## src/rtl/speed_ramp_gen.sv

```systemverilog
`default_nettype none
// ============================================================================
// speed_ramp_gen : ramps SpeedCmd toward a latched target by STEP every
//                  TICK_DIV clocks, one SpeedSet/SpeedSetDone handshake per step.
// Optional macro RAMP_HS_TIMEOUT_EN adds a handshake watchdog and HsErr.
// Revision: 1.0
// ============================================================================
module speed_ramp_gen #(
    parameter logic [15:0] TICK_DIV   = 16'd1000,
    parameter logic [7:0]  STEP       = 8'd1,
    parameter logic [7:0]  HS_TIMEOUT = 8'd32
) (
    input  logic       Clk,
    input  logic       gRst,
    input  logic [7:0] TargetSpeed,
    input  logic       TargetLoad,
    input  logic       Stop,
    input  logic       SpeedSetDone,
    output logic [7:0] SpeedCmd,
    output logic       SpeedSet,
    output logic       Busy,
`ifdef RAMP_HS_TIMEOUT_EN
    output logic       AtSpeed,
    output logic       HsErr
`else
    output logic       AtSpeed
`endif
);

    typedef enum logic [1:0] {
        S_IDLE   = 2'd0,
        S_DWELL  = 2'd1,
        S_SET_HI = 2'd2,
        S_SET_LO = 2'd3
    } state_t;

    state_t      state;
    logic [7:0]  tgt_reg;
    logic [7:0]  cur_speed;
    logic [15:0] tick_cnt;
    logic [7:0]  tgt_next;
    logic [7:0]  step_speed;
    logic [8:0]  up_sum;
    logic [8:0]  dn_diff;
    logic        hs_timeout;
    logic        hs_block;

    assign SpeedCmd = cur_speed;

    always_comb begin
        tgt_next = tgt_reg;
        if (Stop) begin
            tgt_next = 8'd0;
        end else if (TargetLoad) begin
            tgt_next = TargetSpeed;
        end
    end

    // 9-bit arithmetic so neither direction wraps; clamp to target on overshoot
    always_comb begin
        up_sum     = {1'b0, cur_speed} + {1'b0, STEP};
        dn_diff    = {1'b0, cur_speed} - {1'b0, STEP};
        step_speed = tgt_reg;
        if (tgt_reg > cur_speed) begin
            if (up_sum < {1'b0, tgt_reg}) begin
                step_speed = up_sum[7:0];
            end
        end else if (tgt_reg < cur_speed) begin
            if (!dn_diff[8] && (dn_diff[7:0] > tgt_reg)) begin
                step_speed = dn_diff[7:0];
            end
        end
    end

`ifdef RAMP_HS_TIMEOUT_EN
    logic [7:0] wd_cnt;

    assign hs_block   = HsErr;
    assign hs_timeout = ((state == S_SET_HI) || (state == S_SET_LO)) &&
                        (wd_cnt == HS_TIMEOUT - 8'd1);

    always_ff @(posedge Clk or posedge gRst) begin
        if (gRst) begin
            wd_cnt <= 8'd0;
            HsErr  <= 1'b0;
        end else begin
            if (hs_timeout) begin
                HsErr <= 1'b1;
            end else if (TargetLoad) begin
                HsErr <= 1'b0;
            end
            if ((state == S_SET_HI) || (state == S_SET_LO)) begin
                wd_cnt <= wd_cnt + 8'd1;
            end else begin
                wd_cnt <= 8'd0;
            end
        end
    end
`else
    logic [7:0] unused_hs_timeout;
    assign unused_hs_timeout = HS_TIMEOUT;
    assign hs_block          = 1'b0;
    assign hs_timeout        = 1'b0;
`endif

    // Busy/AtSpeed are loaded with the values matching the next state and target
    always_ff @(posedge Clk or posedge gRst) begin
        if (gRst) begin
            state     <= S_IDLE;
            tgt_reg   <= 8'd0;
            cur_speed <= 8'd0;
            SpeedSet  <= 1'b0;
            Busy      <= 1'b0;
            AtSpeed   <= 1'b1;
            tick_cnt  <= 16'd0;
        end else begin
            tgt_reg <= tgt_next;
            if (hs_timeout) begin
                state    <= S_IDLE;
                SpeedSet <= 1'b0;
                Busy     <= 1'b0;
                AtSpeed  <= (cur_speed == tgt_next);
                tick_cnt <= 16'd0;
            end else begin
                case (state)
                    S_IDLE: begin
                        tick_cnt <= 16'd0;
                        if ((cur_speed != tgt_reg) && !hs_block) begin
                            state   <= S_DWELL;
                            Busy    <= 1'b1;
                            AtSpeed <= 1'b0;
                        end else begin
                            Busy    <= 1'b0;
                            AtSpeed <= (cur_speed == tgt_next);
                        end
                    end
                    S_DWELL: begin
                        if (tick_cnt == TICK_DIV - 16'd1) begin
                            tick_cnt <= 16'd0;
                            if (cur_speed != tgt_reg) begin
                                cur_speed <= step_speed;
                                SpeedSet  <= 1'b1;
                                state     <= S_SET_HI;
                            end else begin
                                state   <= S_IDLE;
                                Busy    <= 1'b0;
                                AtSpeed <= (cur_speed == tgt_next);
                            end
                        end else begin
                            tick_cnt <= tick_cnt + 16'd1;
                        end
                    end
                    S_SET_HI: begin
                        if (SpeedSetDone) begin
                            SpeedSet <= 1'b0;
                            state    <= S_SET_LO;
                        end
                    end
                    S_SET_LO: begin
                        if (!SpeedSetDone) begin
                            tick_cnt <= 16'd0;
                            if (cur_speed != tgt_reg) begin
                                state <= S_DWELL;
                            end else begin
                                state   <= S_IDLE;
                                Busy    <= 1'b0;
                                AtSpeed <= (cur_speed == tgt_next);
                            end
                        end
                    end
                    default: begin
                        state <= S_IDLE;
                    end
                endcase
            end
        end
    end

endmodule
`default_nettype wire

```

## config.mk

```make
export PLATFORM = sky130hd
export DESIGN_NAME = speed_ramp_gen
export DESIGN_NICKNAME = d
export VERILOG_FILES = /design/src/rtl/speed_ramp_gen.sv
export SDC_FILE = /design/constraint.sdc
export NUM_CORES = 1
export LEC_CHECK = 0
export BUFFER_PORTS_ARGS = -buffer_cell sky130_fd_sc_hd__buf_2
export CAP_MARGIN = 20
export CORE_MARGIN = 1
export CORE_UTILIZATION = 37
export CTS_BUF_LIST = sky130_fd_sc_hd__clkbuf_16
export CTS_CLUSTER_SIZE = 12
export DETAILED_ROUTE_END_ITERATION = 6
export PLACE_DENSITY = 0.61
export REMOVE_ABC_BUFFERS = 1
export SYNTH_ARGS = -nofsm -noshare
export SYNTH_HDL_FRONTEND = slang
export SYNTH_SLANG_ARGS = --single-unit
```

## constraint.sdc

```tcl
create_clock -name Clk -period 4.3 [get_ports Clk]
set_input_delay 0.43 -clock Clk [delete_from_list [all_inputs] [get_ports Clk]]
set_output_delay 0.43 -clock Clk [all_outputs]
set_load 0.005 [all_outputs]
```

; ---- Word-level counts from Yosys, hierarchy flattened
; Cells that the tools add are included.
; W data, S select, Z words.
[totals]
ff_bits = 37
output_inout_bits = 11
wordCells = 65
[op_classes]
n_addsub = 3
n_lt_le_gt_ge = 4
n_eq_ne = 11
muxes = 30
n_reduce_logical = 10
[op_table]
columns = cell, count
row1 = $mux W8, 6
row2 = $pmux W16 S3, 1
row3 = $mux W16, 2
row4 = $add A16 B1 Y16 const B, 1
row5 = $eq A16 B10 Y1 const B, 1
row6 = $gt A8 B8 Y1, 2
row7 = $mux W1, 12
row8 = $mux W2, 5
row9 = $ne A2 B2 Y1 const B, 5
row10 = $add A8 B1 Y9 const B, 1
row11 = $lt A9 B8 Y1, 1
row12 = $sub A8 B1 Y9 const B, 1
row13 = $eq A8 B8 Y1, 1
row14 = $lt A8 B8 Y1, 1
row15 = $ne A8 B8 Y1, 1
row16 = $pmux W2 S4, 1
row17 = $reduce_and A4 Y1, 2
row18 = $pmux W1 S3, 2
row19 = $reduce_and A3 Y1, 2
row20 = $eq A2 B2 Y1 const B, 2
row21 = $reduce_bool A3 Y1, 1
row22 = $eq A2 B1 Y1 const B, 1
row23 = $logic_not A2 Y1, 1
row24 = $pmux W1 S2, 1
row25 = other kinds (4), 4

; ---- Logic depth before layout (Yosys ltp)
[depth]
word_depth = 6
mapped_depth = 14
mapped_depth_nobuf = 12

; ---- Worst setup path after synthesis
; OpenSTA, ideal clock, no wires.
[synth_path]
kind = register to register
start = register cur_speed[2], in the netlist SpeedCmd[2]
end = register cur_speed[7], in the netlist SpeedCmd[7]
setup_ns = 0.126
t_arrival_ns = 2.910
slack_ns = 1.264
stages_incl_launch_ff = 12
path_buffers = 1
path_cell_list = dfrtp_1 buf_2 nor4_1 nand4_1 xnor2_1 ha_1 nand4_1 or4b_1 o311ai_0 nor2_1 a22o_1 a221o_1
[synth_via]
elab_chain_cells = 6
[synth_rtl]
columns = element, line_no
row1 = "start, declared", 39  ; logic [7:0] cur_speed;
row2 = "start signal, assigned", 141  ; cur_speed <= step_speed;
row3 = $sub A8 B1 Y9, 62  ; dn_diff = {1'b0, cur_speed} - {1'b0, STEP};
row4 = $gt A8 B8 Y1 or $logic_not A1 Y1 (tied branches), 69  ; if (!dn_diff[8] && (dn_diff[7:0] > tgt_reg)) begin
row5 = $logic_and A1 B1 Y1, 69
row6 = $mux W8, 69
row7 = $mux W8, 68  ; end else if (tgt_reg < cur_speed) begin
row8 = $mux W8, 64  ; if (tgt_reg > cur_speed) begin
; Several ways; a longest one is shown, not always the timed one.
; A chain may end at the register's enable or synchronous reset.

; ---- Worst setup path in the final report
[layout_path]
start = register cur_speed[2], in the netlist SpeedCmd[2]
end = register cur_speed[5], in the netlist SpeedCmd[5]
; Same word-level chain as after synthesis.

==> impl_metrics.json <==
{
  "ys_warn_count": 0,
  "ctsResizeCount": 0,
  "drive_gt1_frac": 0.1228,
  "max_freq_ghz": 0.2925,
  "cp.required_ns": 4.47,
  "drv_cap": 0,
  "via_per_inst": 5.471,
  "layout_common_cells": "dfrtp_1 (36), nor2_1 (30), ha_1 (26)",
  "slowest_delay_ns": 0.52,
  "max_slew_margin": 0.5099,
  "timing.setup.tns_ns": 0,
  "min_path_type": "in2async",
  "hold_violations": 0,
  "async_flop_share": 1.000,
  "largest_register_ffs": 16,
  "p_total_uw": 1059,
  "wire_per_inst_um": 15.64,
  "swShare": 0.2895,
  "synth_top_area_frac": 0.3283,
  "synthTopCellsByArea": "dfrtp_1 (33%), ha_1 (12%), xnor2_1 (6.1%)",
  "via_count": 2369,
  "cts_buffers": 5,
  "ys_types": 54,
  "antenna_found_initial": 0,
  "multi_input_area_um2": 1680,
  "p_per_area_nw_per_um2": 340.2,
  "grt_pass1_vias": 2161,
  "yosys_register_bits": 37,
  "cp_slowest_cell": "nor4_1",
  "start_util": 0.3803,
  "seqPwrFrac": 0.419,
  "fin_nets": 372,
  "cts_setup_buffers": 0,
  "start_kind": "flip-flop",
  "skew_ns": 0.007129,
  "path_cells": "nor4_1 > nand4_1 > xnor2_1 > ha_1 > nand4_1 > or4b_1 > o311ai_0 > nor2_1 > a22o_1 > a221o_1",
  "min_period_over_period": 0.7952,
  "synth_top_cell_by_area": "dfrtp_1",
  "fillerInstances": 727,
  "grt_remaining_overflow": 0,
  "synth-edff-count": 0,
  "track_usage": 0.1849,
  "clkLatencyLatePin_ns": 0.28,
  "diodes": 0,
  "clk_pin_slew_ns": 0.06,
  "switching_power_uw": 306.7,
  "clkPwrFrac": 0.389,
  "synth_area_um2": 2744,
  "place_congestion": 0.8881,
  "rsz0062_at_grt": "no",
  "hpwlAfterDp_um": 5048,
  "dpl_worst_slack_ns": 0.9567,
  "remaining_drc_errors": 0,
  "io_buffers": 23,
  "die_h_um": 88.12,
  "routed_wl_um": 6772,
  "clockRootBuffer": "clkbuf_16",
  "seq_area_um2": 927.1,
  "setup_viol": 0,
  "synthToLayoutAreaGrowth_pct": 13.50,
  "avgSynthCellArea_um2": 8.823,
  "num_io_pins": 24,
  "worst_pin_slew_ns": 0.7336,
  "critPathMaxFanout": 11,
  "num_rows": 31,
  "grt_max_degree": 38,
  "netlist_instances": 311,
  "firstDrtPassIters": 4,
  "tritoncts": "built",
  "crit_path_end_kind": "flip-flop",
  "crit_path_frequent_cell": "nand4_1",
  "worstPathArrival_ns": 3.59,
  "ctsHtreeMaxLevel": 2,
  "synth-main-ff-cell": "dfrtp_1",
  "die-area_um2": 7764,
  "yosysSeqAreaShare": 0.3379,
  "p_int_uw": 752.8,
  "core_area_um2": 7214,
  "drtAntennaViolNets": 0,
  "worstSetupPathType": "reg2reg",
  "fin_crit_ns": 3.419,
  "power_frac_comb": 0.192,
  "grt_pass1_wl_um": 10790,
  "drtIter0Drc": 222,
  "finalMaxSlewViolations": 0,
  "vdd_ir_drop_max_mv": 0.2082,
  "hold_buffers": 0,
  "status": "complete, no violations",
  "setup_ws_ns": 0.8807,
  "clock-sinks": 37,
  "layout_commonest_cell": "dfrtp_1",
  "p_leak_uw": 0.001424,
  "die_w_um": 88.12,
  "clk_path_buf_depth": 2
}
layer usage:
| layer | vias to the layer above | wire length [µm] | global-route usage |
|---|---|---|---|
| li1 | 1170 | - | - |
| met4 | 0 | 95 | 0.06158 |
| met3 | 11 | 362 | 0.04430 |
| met5 | - | 0 | 0 |
| met2 | 69 | 3049 | 0.2713 |
| met1 | 1119 | 3264 | 0.2655 |
cells in the mapped netlist (3+ instances only):
| cell type | n |
|---|---|
| nand4_1 | 9 |
| o221ai_1 | 3 |
| a21oi_1 | 8 |
| o21ai_0 | 20 |
| nor2_1 | 30 |
| nand2b_1 | 3 |
| nand2_1 | 23 |
| inv_1 | 21 |
| ha_1 | 26 |
| a211oi_1 | 4 |
| and4_1 | 3 |
| and2_0 | 3 |
| clkbuf_1 | 6 |
| buf_2 | 4 |
| o31ai_1 | 4 |
| nand3_1 | 20 |
| a221o_1 | 3 |
| nor3_1 | 5 |
| mux2i_1 | 8 |
| xnor2_1 | 19 |
| a22o_1 | 3 |
| dfrtp_1 | 36 |
| xor2_1 | 7 |
| nor4_1 | 3 |
| and3_1 | 5 |
power groups by stage:
| stage | registers [µW] | clock network, µW | logic (µW) |
|---|---|---|---|
| global route | 452 | 439 | 234 |
| global placement | 449 | 0 | 201 |
| detailed placement | 448 | 0 | 205 |
| CTS | 444 | 418 | 206 |
| floorplan | 439 | 0 | 145 |
| finish | 444 | 412 | 204 |
critical path, delay by kind of cell, from the launching register on:
| kind | cells | cell delay [ns] |
|---|---|---|
| AND/OR/NAND/NOR | 5 | 1.57 |
| AO/OA/AOI/OAI | 3 | 0.74 |
| flip-flops | 1 | 0.51 |
| adder cells (fa/ha/maj) | 1 | 0.30 |
| XOR/XNOR | 1 | 0.19 |
logic make-up (layout without fill, tap and decap cells):
group                      count (synthesis)  count (layout)  synth area share
DFF                                       37              37            0.3379
AOI/OAI and AO/OA                         64              64            0.1614
buffers and inverters                     33              56           0.04970
muxes                                      8               8           0.02918
xor gates and xnor gates                  26              26           0.08299
and+or+nand+nor                          117             117            0.2203
adders and majority gates                 26              26            0.1186
path summary, 6_finish.rpt:
check                                   startpoint                 endpoint  slack, ns  depth (start not counted)
setup / recovery           SpeedCmd[2]$_DFFE_PP0P_  SpeedCmd[5]$_DFFE_PP0P_       0.88                         10
hold / removal                                gRst  tick_cnt[3]$_DFFE_PP0P_       0.25                          3
setup reg to reg           SpeedCmd[2]$_DFFE_PP0P_  SpeedCmd[5]$_DFFE_PP0P_       0.88                         10
hold reg to reg                AtSpeed$_DFFE_PP1P_      AtSpeed$_DFFE_PP1P_       0.47                          2
max in group asynchronous                     gRst      AtSpeed$_DFFE_PP1P_       3.68                          3
min in group Clk                      SpeedSetDone     state[0]$_DFFE_PP0P_       0.46                          3
through the flow:
step	utilization	cell area (µm²)	hold WS, ns	cells
after floorplan	-	2690	0.4518	300
after global placement	0.4091	2952	0.4595	425
after detailed placement	0.4091	2952	0.4635	425
after CTS	0.4317	3114	0.2782	433
after global routing	0.4317	3114	0.3092	433
final	0.4317	3114	0.2542	433
cell type report:
class,count,area share
flip-flops and latches,37,0.2977
repair buffers,26,0.04419
clock buffers,5,0.04018
clock inverters,3,0.01205
multi-input cells,241,0.5396
inverters,22,0.02652
well taps,99,0.03978
Note: power is estimated with default switching activity, not from simulation.
